$ cat config.mk
export PLATFORM = sky130hd
export DESIGN_NAME = ray_pixel_scheduler_flat
export DESIGN_NICKNAME = d
export VERILOG_FILES = /design/src/rtl/ray_pixel_scheduler_pkg.sv /design/src/rtl/ray_pixel_scheduler_if.sv /design/src/rtl/ray_pixel_scheduler_credit_counter.sv /design/src/rtl/ray_pixel_scheduler.sv /design/src/flat_wrapper.sv
export SDC_FILE = /design/constraint.sdc
export NUM_CORES = 1
export LEC_CHECK = 0
export BUFFER_PORTS_ARGS = -buffer_cell sky130_fd_sc_hd__buf_4
export CELL_PAD_IN_SITES_DETAIL_PLACEMENT = 0
export CELL_PAD_IN_SITES_GLOBAL_PLACEMENT = 1
export CORE_ASPECT_RATIO = 1.4
export CORE_MARGIN = 8
export CORE_UTILIZATION = 30
export DETAILED_ROUTE_END_ITERATION = 7
export HOLD_SLACK_MARGIN = 0.1
export PLACE_DENSITY = 0.67
export SYNTH_ARGS = -nofsm -noshare
export SYNTH_HDL_FRONTEND = slang
export SYNTH_HIERARCHICAL = 1
export SYNTH_SLANG_ARGS = --single-unit
$ cat constraint.sdc
create_clock -name clk -period 3.7 [get_ports clk]
set_clock_uncertainty 0.05 [all_clocks]
set_input_delay 0.37 -clock clk [delete_from_list [all_inputs] [get_ports clk]]
set_output_delay 0.37 -clock clk [all_outputs]
set_load 0.05 [all_outputs]
$ cat src/rtl/ray_pixel_scheduler_pkg.sv
// ray_pixel_scheduler_pkg
//   Shared types and constants for the ray-marcher frame sequencer.
//   fp                  : 32-bit Q11.21 fixed-point word used by the datapath.
//   FP_FRAC_BITS_SCREEN : fraction bits of a screen coordinate.
//   sched_state_t       : frame sequencer states.
//   screen_coord()      : integer pixel index -> Q11.21 word with zero fraction.
package ray_pixel_scheduler_pkg;

   typedef logic [31:0] fp;

   localparam int FP_FRAC_BITS_SCREEN = 21;
   localparam int FP_INT_BITS_SCREEN  = 11;

   typedef enum logic [1:0] {
      IDLE  = 2'd0,
      ISSUE = 2'd1,
      DRAIN = 2'd2,
      DONE  = 2'd3
   } sched_state_t;

   function automatic fp screen_coord(input logic [FP_INT_BITS_SCREEN-1:0] c);
      return {c, {FP_FRAC_BITS_SCREEN{1'b0}}};
   endfunction

endpackage

$ cat src/rtl/ray_pixel_scheduler_if.sv
// ray_pixel_scheduler_if
//   Pixel issue / result return bus between the scheduler and the datapath.
//   px_x, px_y   : Q11.21 screen coordinates of the offered pixel.
//   px_sof       : offered pixel is (0,0).
//   px_eol       : offered pixel is the last of its line.
//   px_valid     : pixel offered; px_ready accepts it.
//   res_valid    : datapath returned one result.
//   sdf_sel      : scene select held constant for the whole frame.
//   master = scheduler side, slave = datapath side.
interface ray_pixel_scheduler_if;
   import ray_pixel_scheduler_pkg::*;

   fp    px_x;
   fp    px_y;
   logic px_sof;
   logic px_eol;
   logic px_valid;
   logic px_ready;
   logic res_valid;
   logic sdf_sel;

   modport master (
      output px_x, px_y, px_sof, px_eol, px_valid, sdf_sel,
      input  px_ready, res_valid
   );

   modport slave (
      input  px_x, px_y, px_sof, px_eol, px_valid, sdf_sel,
      output px_ready, res_valid
   );

endinterface

$ cat src/rtl/ray_pixel_scheduler_credit_counter.sv
// credit_counter
//   Up/down count of issued-but-unreturned pixels.
//   clk, rst  : clock, synchronous active-high reset.
//   inc       : one pixel issued this cycle.
//   dec       : one result returned this cycle.
//   count     : current outstanding count (never exceeds MAX).
//   underflow : sticky, set by a return with nothing outstanding; cleared by rst.
module credit_counter #(
   parameter int MAX = 8
) (
   input  logic       clk,
   input  logic       rst,
   input  logic       inc,
   input  logic       dec,
   output logic [7:0] count,
   output logic       underflow
);

   localparam logic [7:0] MAX_CNT = 8'(MAX);

   logic [7:0] count_q, count_d;
   logic       underflow_q, underflow_d;

   always_comb begin
      count_d     = count_q;
      underflow_d = underflow_q;
      // Simultaneous inc and dec cancel and leave the count untouched.
      if (inc && !dec) begin
         if (count_q < MAX_CNT) begin
            count_d = count_q + 8'd1;
         end
      end else if (dec && !inc) begin
         if (count_q == 8'd0) begin
            underflow_d = 1'b1;
         end else begin
            count_d = count_q - 8'd1;
         end
      end
   end

   always_ff @(posedge clk) begin
      if (rst) begin
         count_q     <= 8'd0;
         underflow_q <= 1'b0;
      end else begin
         count_q     <= count_d;
         underflow_q <= underflow_d;
      end
   end

   assign count     = count_q;
   assign underflow = underflow_q;

endmodule

$ cat src/rtl/ray_pixel_scheduler.sv
// ray_pixel_scheduler
//   Frame sequencer for the ray-marcher datapath: walks the screen in raster
//   order, offers one pixel per valid/ready handshake, limits outstanding
//   pixels with a credit counter and reports frame completion.
//   clk, rst      : clock, synchronous active-high reset.
//   start         : level, starts a frame while idle.
//   stop          : pulse, aborts the frame after the current handshake.
//   continuous    : restart automatically after a clean frame.
//   sdf_sel_in    : scene select, captured at each frame start.
//   px            : pixel/result bus (master side).
//   inflight      : outstanding pixel count.
//   busy          : frame in progress (issuing or draining).
//   done          : one-cycle pulse at frame end.
//   aborted       : with done, frame was stopped early.
//   err_underflow : sticky, result returned with nothing outstanding.
//   frame_count   : completed (non-aborted) frames, wraps.
module ray_pixel_scheduler
   import ray_pixel_scheduler_pkg::*;
#(
   parameter int WIDTH        = 640,
   parameter int HEIGHT       = 480,
   parameter int MAX_INFLIGHT = 8
) (
   input  logic                  clk,
   input  logic                  rst,
   input  logic                  start,
   input  logic                  stop,
   input  logic                  continuous,
   input  logic                  sdf_sel_in,
   ray_pixel_scheduler_if.master px,
   output logic [7:0]            inflight,
   output logic                  busy,
   output logic                  done,
   output logic                  aborted,
   output logic                  err_underflow,
   output logic [15:0]           frame_count
);

   localparam int XW = (WIDTH  > 1) ? $clog2(WIDTH)  : 1;
   localparam int YW = (HEIGHT > 1) ? $clog2(HEIGHT) : 1;
   localparam logic [XW-1:0] X_LAST  = XW'(WIDTH - 1);
   localparam logic [YW-1:0] Y_LAST  = YW'(HEIGHT - 1);
   localparam logic [7:0]    MAX_CNT = 8'(MAX_INFLIGHT);

   sched_state_t  state_q, state_d;
   logic [XW-1:0] x_q, x_d;
   logic [YW-1:0] y_q, y_d;
   logic          sdf_sel_q, sdf_sel_d;
   logic          abort_q, abort_d;
   logic          hold_q, hold_d;
   logic [15:0]   frame_count_q, frame_count_d;

   logic px_valid;
   logic fire;
   logic last_px;

   // Once offered, a pixel stays offered until it is taken, even if the
   // credit count says no new pixel could be offered right now.
   assign px_valid = (state_q == ISSUE) && (hold_q || (inflight < MAX_CNT));
   assign fire     = px_valid && px.px_ready;
   assign last_px  = (x_q == X_LAST) && (y_q == Y_LAST);

   credit_counter #(
      .MAX (MAX_INFLIGHT)
   ) u_credit (
      .clk       (clk),
      .rst       (rst),
      .inc       (fire),
      .dec       (px.res_valid),
      .count     (inflight),
      .underflow (err_underflow)
   );

   always_comb begin
      state_d       = state_q;
      x_d           = x_q;
      y_d           = y_q;
      sdf_sel_d     = sdf_sel_q;
      abort_d       = abort_q;
      hold_d        = px_valid && !fire;
      frame_count_d = frame_count_q;

      case (state_q)
         IDLE: begin
            if (start) begin
               sdf_sel_d = sdf_sel_in;
               x_d       = '0;
               y_d       = '0;
               state_d   = ISSUE;
            end
         end

         ISSUE: begin
            if (fire) begin
               if (x_q == X_LAST) begin
                  x_d = '0;
                  y_d = (y_q == Y_LAST) ? '0 : y_q + 1'b1;
               end else begin
                  x_d = x_q + 1'b1;
               end
            end
            if (stop) begin
               abort_d = 1'b1;
            end
            // An abort waits for a pending offer to be taken; with nothing
            // offered it leaves at once.
            if (fire && last_px) begin
               state_d = DRAIN;
            end else if ((stop || abort_q) && (!px_valid || fire)) begin
               state_d = DRAIN;
            end
         end

         DRAIN: begin
            if (inflight == 8'd0) begin
               state_d = DONE;
            end
         end

         DONE: begin
            abort_d = 1'b0;
            if (!abort_q) begin
               frame_count_d = frame_count_q + 16'd1;
            end
            if (continuous && !abort_q) begin
               sdf_sel_d = sdf_sel_in;
               x_d       = '0;
               y_d       = '0;
               state_d   = ISSUE;
            end else begin
               state_d = IDLE;
            end
         end

         default: begin
            state_d = IDLE;
         end
      endcase
   end

   always_ff @(posedge clk) begin
      if (rst) begin
         state_q       <= IDLE;
         x_q           <= '0;
         y_q           <= '0;
         sdf_sel_q     <= 1'b0;
         abort_q       <= 1'b0;
         hold_q        <= 1'b0;
         frame_count_q <= 16'd0;
      end else begin
         state_q       <= state_d;
         x_q           <= x_d;
         y_q           <= y_d;
         sdf_sel_q     <= sdf_sel_d;
         abort_q       <= abort_d;
         hold_q        <= hold_d;
         frame_count_q <= frame_count_d;
      end
   end

   assign px.px_valid = px_valid;
   assign px.px_x     = screen_coord(FP_INT_BITS_SCREEN'(x_q));
   assign px.px_y     = screen_coord(FP_INT_BITS_SCREEN'(y_q));
   assign px.px_sof   = px_valid && (x_q == '0) && (y_q == '0);
   assign px.px_eol   = px_valid && (x_q == X_LAST);
   assign px.sdf_sel  = sdf_sel_q;

   assign busy        = (state_q == ISSUE) || (state_q == DRAIN);
   assign done        = (state_q == DONE);
   assign aborted     = (state_q == DONE) && abort_q;
   assign frame_count = frame_count_q;

endmodule

$ cat src/flat_wrapper.sv
// flat-port wrapper written by rule: the top's interface ports become plain ports
module ray_pixel_scheduler_flat import ray_pixel_scheduler_pkg::*;
#(
   parameter int WIDTH        = 640,
   parameter int HEIGHT       = 480,
   parameter int MAX_INFLIGHT = 8
)
  (clk, rst, start, stop, continuous, sdf_sel_in, inflight, busy, done, aborted, err_underflow, frame_count, px_px_x, px_px_y, px_px_sof, px_px_eol, px_px_valid, px_sdf_sel, px_px_ready, px_res_valid);
  ray_pixel_scheduler_if px_i ();
  input  logic clk;
  input  logic rst;
  input  logic start;
  input  logic stop;
  input  logic continuous;
  input  logic sdf_sel_in;
  output logic [7:0] inflight;
  output logic busy;
  output logic done;
  output logic aborted;
  output logic err_underflow;
  output logic [15:0] frame_count;
  output wire logic [$bits(px_i.px_x)-1:0] px_px_x;
  output wire logic [$bits(px_i.px_y)-1:0] px_px_y;
  output wire logic [$bits(px_i.px_sof)-1:0] px_px_sof;
  output wire logic [$bits(px_i.px_eol)-1:0] px_px_eol;
  output wire logic [$bits(px_i.px_valid)-1:0] px_px_valid;
  output wire logic [$bits(px_i.sdf_sel)-1:0] px_sdf_sel;
  input wire logic [$bits(px_i.px_ready)-1:0] px_px_ready;
  input wire logic [$bits(px_i.res_valid)-1:0] px_res_valid;
  assign px_px_x = px_i.px_x;
  assign px_px_y = px_i.px_y;
  assign px_px_sof = px_i.px_sof;
  assign px_px_eol = px_i.px_eol;
  assign px_px_valid = px_i.px_valid;
  assign px_sdf_sel = px_i.sdf_sel;
  assign px_i.px_ready = px_px_ready;
  assign px_i.res_valid = px_res_valid;
  ray_pixel_scheduler #(.WIDTH(WIDTH), .HEIGHT(HEIGHT), .MAX_INFLIGHT(MAX_INFLIGHT)) u_core (.clk(clk), .rst(rst), .start(start), .stop(stop), .continuous(continuous), .sdf_sel_in(sdf_sel_in), .px(px_i), .inflight(inflight), .busy(busy), .done(done), .aborted(aborted), .err_underflow(err_underflow), .frame_count(frame_count));
endmodule
# [After elaboration in Yosys (flattened, before gate mapping)]
# Index checks and enable logic that the tools add are counted.
[word_totals] regBits=49 out_inout_bits=96 elab_cells=94
[classes] n_reduce_logical=37 n_mux=26 addsub=5 bitwise_logic=2 order_cmp=1 n_eq_ne=14
[ops] operator="two-way mux 9 bit" n=5
[ops] operator="two-way mux 10 bit" n=4
[ops] operator="two-way mux 8 bit" n=4
[ops] operator="case mux 10 bit (3 select lines)" n=1
[ops] operator="case mux 9 bit (3 select lines)" n=1
[ops] operator="adder 16 x 1 -> 16 bit (second input constant)" n=1
[ops] operator="logical AND 1 bit" n=13
[ops] operator="AND reduction 3 bit" n=4
[ops] operator="adder 10 x 1 -> 10 bit (second input constant)" n=1
[ops] operator="== test 10 bit (second input constant)" n=1
[ops] operator="logical NOT 10 bit" n=1
[ops] operator="adder 9 x 1 -> 9 bit (second input constant)" n=1
[ops] operator="== test 9 bit (second input constant)" n=1
[ops] operator="logical NOT 9 bit" n=1
[ops] operator="adder 8 x 1 -> 8 bit (second input constant)" n=1
[ops] operator="logical NOT 8 bit" n=1
[ops] operator="< comparator 8 x 4 -> 1 bit (second input constant)" n=1
[ops] operator="two-way mux 2 bit" n=4
[ops] operator="!= test 2 x 1 -> 1 bit (second input constant)" n=4
[ops] operator="!= test 2 bit (second input constant)" n=4
[ops] operator="case mux 2 bit (4 select lines)" n=1
[ops] operator="subtractor 8 x 1 -> 8 bit (second input constant)" n=1
[ops] operator="nonzero test 2 bit" n=3
[ops] operator="AND reduction 5 bit" n=1
[ops] operator="other kinds (12)" n=25

# [Longest topological paths before layout]
# Gate-level depths: netlist (run 1).
[logic_depth] depth_word=9 depth_mapped=12 mapped_depth_nobuf=11

# [Hierarchy]
# Netlist (run 1), hierarchy kept.
[modules_own_cells] mod="ray_pixel_scheduler" area_each_um2=2546.2 instances=1 cells_each=311
[modules_own_cells] mod="credit_counter" area_each_um2=790.8 instances=1 cells_each=89

# [Least setup slack after synthesis (run 1)]
# OpenSTA, ideal clock, no wires.
[synth_path] kind="flip-flop to output port" start="register u_core.u_credit.count_q[6] (netlist: u_core/u_credit/count[6])" end="output px_px_sof" stages_incl_launch_ff=5 t_arrival_ns=2.828 path_buffers=0 setup_slack_ns=0.452 cell_sequence="dfxtp_1 -> nor3_1 -> a21oi_2 -> nand2b_1 -> nor4_1"
[synth_between] elab_chain_cells=5
[synth_rtl] element="from (decl)" line_no="ray_pixel_scheduler_credit_counter.sv:21" text="logic [7:0] count_q, count_d;"
[synth_rtl] element="from (signal assigned)" line_no="ray_pixel_scheduler_credit_counter.sv:46" text="count_q <= count_d;"
[synth_rtl] element="< comparator 8 x 4 -> 1 bit" line_no="ray_pixel_scheduler.sv:59" text="assign px_valid = (state_q == ISSUE) && (hold_q || (inflight < MAX_CNT));"
[synth_rtl] element="logical OR 1 bit" line_no="ray_pixel_scheduler.sv:59"
[synth_rtl] element="logical AND 1 bit" line_no="ray_pixel_scheduler.sv:59"
[synth_rtl] element="logical AND 1 bit (2 in a row)" line_no="ray_pixel_scheduler.sv:164" text="assign px.px_sof = px_valid && (x_q == '0) && (y_q == '0);"
[synth_rtl] element="to (decl)" line_no="flat_wrapper.sv:24" text="output wire logic [$bits(px_i.px_sof)-1:0] px_px_sof;"
# No other way between the ends.

# [Final worst setup path (run 1)]
[layout_path] start="register u_core.u_credit.count_q[6] (netlist: u_core/u_credit/count[6])" end="register u_core.u_credit.count_q[5] (netlist: u_core/u_credit/count[5])"
[layout_between] elab_chain_cells=8 elab_cells_between_ends=13 cone_classes="order compare: 1; eq/ne: 2; mux: 1; reduce/logical: 9"
[layout_rtl] element="< comparator 8 x 4 -> 1 bit *" line_no="ray_pixel_scheduler.sv:59"
[layout_rtl] element="logical OR 1 bit *" line_no="ray_pixel_scheduler.sv:59"
[layout_rtl] element="logical AND 1 bit *" line_no="ray_pixel_scheduler.sv:59"
[layout_rtl] element="logical AND 1 bit *" line_no="ray_pixel_scheduler.sv:60" text="assign fire = px_valid && px.px_ready;"
[layout_rtl] element="net u_core.fire" line_no="ray_pixel_scheduler.sv:54" text="logic fire;"
[layout_rtl] element="logical NOT 1 bit" line_no="ray_pixel_scheduler_credit_counter.sv:32" text="end else if (dec && !inc) begin"
[layout_rtl] element="logical AND 1 bit" line_no="ray_pixel_scheduler_credit_counter.sv:32"
[layout_rtl] element="nonzero test 2 bit (no line)"
[layout_rtl] element="AND reduction 3 bit (no line)"
# The timed path passes the listed nets; every way through them passes the cells marked *.
# A chain may end at the register's enable or synchronous reset.

==> metrics.txt, run 1 <==
largest net degree at the start of global routing=40; Static Leakage=1.62 nW; DP HPWL=6.80 mm; EDFF count, synth=0; pwr/cell area=699 nW/um2; I/O pin count=104; drt drc=0; Die X=105 um; global route overflow=0; First-pass DRT Iterations=6; synthesis-to-finish area growth=16.2%; VDD IR max=0.533 mV; Synth cell types=62; gr usage total=11.6%; Final Hold Vio Count=0; number of buffers created by CTS=5; HP Class=in2reg; post-synthesis sequential area ratio=29.4%; Synth area leader=dfxtp_1; share of cells above drive strength 1=17.9%; Yosys reg bits=49; CP delay by family, top=compound AO/OA/AOI/OAI gates; r2r startpoint=u_core/u_credit/count[6]; Avg Synthesized Cell Area=8.34 um2; max frequency=312 MHz; CORE AREA=10900 um2; Max-Cap Viols=0; Yosys top cell area share=29.4%; CTS tree=built; Bufs and invs on worst path=1; crit path from=u_core/u_credit/count[6]; ys flop type=dfxtp_1; critical path's slowest cell=nor3_1; Max clock buf depth=2; Slowest Stage Delay on Critical Path=420 ps; total negative slack=0 ps; wire per inst=14.9 um; Chip Height=141 um; Post-CTS Setup Repair Bufs=0; Post-synth top cells=49 x dfxtp_1, 45 x buf_4, 40 x nor2_1, 23 x nand2_1, 19 x ha_1; CP Class=reg2reg; post_cts resized=0; Final setup viols=0; Layout Nets=484; Rel. slew slack=48.6%; vias=2931; Critical Path Source Type=register; Crit Path Max Fanout=7; WP data arrival=3330 ps; # rows=45; most frequent cell after synthesis=dfxtp_1; first-pass GRT wire length=14.5 mm; ys async rst share=0%; total chip power=0.00271 W; flop2flop setup slack=490 ps; minimum clock period=3210 ps; clock slew at reported path FFs=70 ps; Ys Warns=6; vias in the first global route=2918; CTS Sinks=49; initial antenna violation count=0; gpl congestion=0.830; RSZ-0062 raised after global routing=no; Cell Chain, Critical Path=nor3_1 > a21oi_2 > nand2b_1 > nor2_1 > ha_1 > inv_1 > ha_1 > a211o_1 > and4_1 > a2111oi_0 > o21ai_1; Die ar.=14800 um2; # fillers=1178; vias per cell=4.90; ant diodes=0; Starting Density=30.7%; Synth Cell Area=3340 um2; CP Capture Type=register; Routed Antenna Nets=0; max-slew violations=0; synth top area cells=dfxtp_1 29%, buf_4 10%, ha_1 7.1%; Iter 0 DRT Violations=108; cells after synthesis=400; clock root cell=clkbuf_16; Worst-Margin Slew=771 ps; crit share post-route=86.7%; outcome=finished, final reports clean; drt total wl=8.91 mm; H-tree depth=2; Port Buffer Count=58; cts hold-fix bufs=0; Top cell by count, worst path=ha_1; worst path required time=3820 ps; clock latency at the later pin of the worst-skew pair=290 ps; critical hold path startpoint=px_px_ready
-- placed cells by master (no fill, tap or decap), drive strengths merged, types with 2 or more instances in the layout --
cell,count
buf,60
dfxtp,49
conb,45
nor2,40
nand2,23
ha,19
nor3,18
a21oi,18
inv,17
nand3,15
o21ai,15
xnor2,13
nor4,10
xor2,9
nand4,8
clkbuf,7
a211o,6
and3,6
nand2b,5
nor2b,5
nand4b,5
mux2i,5
a211oi,5
a21o,5
and2,4
or3,4
and4,4
o21a,3
nand3b,3
o211ai,3
or4,3
a2111oi,3
nor3b,2
a221o,2
o31ai,2
o31a,2
-- through the flow --
step                      util [%]  hold slack, ps  instance area, um2  worst slack, ps  instances
after detailed placement      34.4             426                3740              470        590
after floorplan                  -             399                3500              452        444
after CTS                     35.7             224                3880              438        598
after global routing          35.7             232                3880              152        598
final                         35.7             231                3880              491        598
after global placement        34.4             412                3740              531        590
-- routing by layer --
layer	track usage [%]	vias to the layer above	share of wire [%]	routed length, um
met1	13.2	1391	42	3740
met2	20.5	85	51	4520
li1	-	1450	-	-
met5	0	-	0	0
met3	2.87	5	6.2	555
met4	4.00	0	1.0	91
-- worst paths after layout --
path / end / cells after the start
setup / recovery: u_core/u_credit/count[5] / 11
hold / removal: u_core/hold_q / 2
setup reg to reg: u_core/u_credit/count[5] / 11
hold reg to reg: u_core/u_credit/underflow / 2
-- final cells by class --
class	count	area [um2]	share of cell area (%)
multi-input combinational	323	2070	53.3
sequential	49	981	25.3
timing repair buffer	60	450	11.6
tap	141	176	4.55
clock buffer	7	133	3.42
inverter	17	63.8	1.65
clock inverter	1	7.51	0.194
-- report_power, final --
group / leakage [nW] / internal [W] / switching (W)
registers: 0.397 / 0.000595 / 0.000109
clock network: 0.0641 / 0.000252 / 0.000206
logic: 1.16 / 0.000542 / 0.00101
-- state kept, by name, indices dropped and copies added (netlist names) --
signal	flops
u_core/state_q	2
u_core/x_q	10
u_core/y_q	9
u_core/hold_q	1
u_core/u_credit/count	8
u_core/abort_q	1
u_core/px.sdf_sel	1
u_core/frame_count	16
u_core/u_credit/underflow	1
-- kinds of logic (layout without fill, tap and decap cells) --
family	count (synthesis)	count (layout)	synth area share, %
simple gates	157	157	25.5
flops	49	49	29.4
fa+ha+maj	20	20	7.72
compound gates	73	73	16.0
xor+xnor	22	22	5.77
buf+inv	72	85	13.6
other cells	1	45	0.112
mux	6	6	1.84
No activity file was read; power rests on OpenSTA's default activity.
==> run 2, diff against run 1 <==
ABC_AREA = 1   (was not set)
PLACE_DENSITY = 0.69   (was 0.67)
==> run 2 against run 1 <==
Effect of this change:
- area after synthesis increased by 8.5%
- clock power increased by 3%
- synthesized cell count grew 37%
- power is 4.7% higher
- worst setup slack improved by 450 ps
- worst hold slack worse by 9.6 ps
- routed wire length up 11%
- core utilization is 0.33 points lower
- critical path depth up 3
==> metrics.txt, run 2 <==
outcome=finished, final reports clean; max frequency=363 MHz; Starting Density=30.6%; First-pass DRT Iterations=4; Iter 0 DRT Violations=191; first-pass GRT wire length=16.4 mm; worst path required time=3840 ps; flop2flop setup slack=940 ps; drt total wl=9.87 mm; Avg Synthesized Cell Area=6.61 um2; vias=3364; gpl congestion=0.806; Bufs and invs on worst path=3; Synth cell types=40; Setup crit end=u_core/u_credit/count[5]; drt drc=0; Crit Path Max Fanout=8; WP data arrival=2900 ps; pwr/cell area=679 nW/um2; CP delay by family, top=adder cells; Rel. slew slack=63.4%; Yosys top cell area share=27.1%; minimum clock period=2760 ps; crit share post-route=74.6%; synthesis-to-finish area growth=15.4%; CORE AREA=11800 um2; VDD IR max=0.189 mV; RSZ-0062 raised after global routing=no; HP Class=in2reg; WHS Path Cells=2; number of buffers created by CTS=5; Cell Chain, Critical Path=inv_1 > ha_1 > nand3_1 > inv_1 > ha_1 > inv_1 > ha_1 > or2_1 > nand3b_1 > nand2_1 > nand2_1 > nand2_1 > nor2_1 > nor2_1; Synth Cell Area=3620 um2; max reg flops=16; critical path's slowest cell=dfxtp_1; share of cells above drive strength 1=16.5%; Die ar.=15900 um2; global route overflow=0; clock root cell=clkbuf_16; cts hold-fix bufs=0; max-slew violations=0; Worst-Margin Slew=548 ps; most frequent cells in the layout=136 x nand2_1, 70 x inv_1, 66 x nor2_1; Ys Warns=6; CP Class=reg2reg; Static Leakage=2.06 nW; Final Hold Vio Count=0; total negative slack=0 ps; Max-Cap Viols=0; Final setup viols=0; Max clock buf depth=2; H-tree depth=2; r2r startpoint=u_core/state_q[1]; most common cell after layout, fill and taps aside=nand2_1; Critical Path Source Type=register; initial antenna violation count=0; Chip Height=146 um; Port Buffer Count=58; cells after synthesis=548; Post-CTS Setup Repair Bufs=0; CTS Sinks=49; ys flop type=dfxtp_1; wire per inst=13.1 um; # rows=47; worst r2r path cells=14; post-synthesis sequential area ratio=27.1%; vias per cell=4.47; clock slew at reported path FFs=70 ps; vias in the first global route=3337; EDFF count, synth=0; Die X=109 um; Reg-to-Reg End=u_core/u_credit/count[5]; largest net degree at the start of global routing=23; Slowest Stage Delay on Critical Path=430 ps; ant diodes=0; Crit. path cell count=14; most frequent cell after synthesis=nand2_1; Yosys reg bits=49; crit path from=u_core/state_q[1]; total chip power=0.00284 W; ys async rst share=0%; gr usage total=12.7%; post_cts resized=0; clock latency at the later pin of the worst-skew pair=290 ps; DP HPWL=7.62 mm; CTS tree=built; I/O pin count=104; Layout Nets=634; Post-synth top cells=136 x nand2_1, 70 x inv_1, 66 x nor2_1, 49 x dfxtp_1, 45 x buf_4; Routed Antenna Nets=0; CP Capture Type=register; Synth area leader=dfxtp_1; synth top area cells=dfxtp_1 27%, nand2_1 14%, buf_4 9.3%
[run 2: layer usage]
metal | vias up | GRT usage [%] | part of all wire, %
met4 | 0 | 3.92 | 1.2
met2 | 65 | 23.3 | 52
met3 | 8 | 2.73 | 4.4
met5 | - | 0 | 0
met1 | 1540 | 13.8 | 42
li1 | 1751 | - | -
[run 2: kinds of logic (layout without fill, tap and decap cells)]
kind of cell / Yosys count / count (layout) / share of synthesized area (%)
compound gates: 44 / 44 / 6.60
flops: 49 / 49 / 27.1
other cells: 1 / 45 / 0.104
xor+xnor: 7 / 7 / 1.69
simple gates: 303 / 303 / 39.6
fa+ha+maj: 20 / 20 / 7.12
buf+inv: 124 / 138 / 17.8
[run 2: area by class of cell]
class / count / area [um2]
Clock buffer: 7 / 143
Fill cell: 1345 / 7640
Inverter: 73 / 277
Multi-Input combinational cell: 419 / 2160
Sequential cell: 49 / 981
Tap cell: 147 / 184
Timing Repair Buffer: 58 / 435
[run 2: how the worst min path moves through the flow]
stage	startpoint	endpoint	slack, ps
floorplan	rst	u_core/u_credit/underflow	390
global placement	u_core/px.sdf_sel	u_core/px.sdf_sel	400
detailed placement	u_core/px.sdf_sel	u_core/px.sdf_sel	410
CTS	px_px_ready	u_core/hold_q	210
global route	px_px_ready	u_core/hold_q	220
finish	px_px_ready	u_core/hold_q	220
[run 2: metrics by stage]
step / instance area, um2 / hold WS (ps) / worst slack, ps / cells / util (%)
final: 4180 / 221 / 942 / 753 / 35.4
after floorplan: 3790 / 392 / 860 / 592 / -
after global placement: 4040 / 404 / 1070 / 746 / 34.2
after global routing: 4180 / 215 / 697 / 753 / 35.4
after detailed placement: 4040 / 408 / 968 / 746 / 34.2
after CTS: 4180 / 206 / 956 / 753 / 35.4
[run 2: power breakdown]
group	internal, W	switching (W)
combinational	0.000497	0.00115
clock	0.000266	0.000205
sequential	0.000606	0.000117
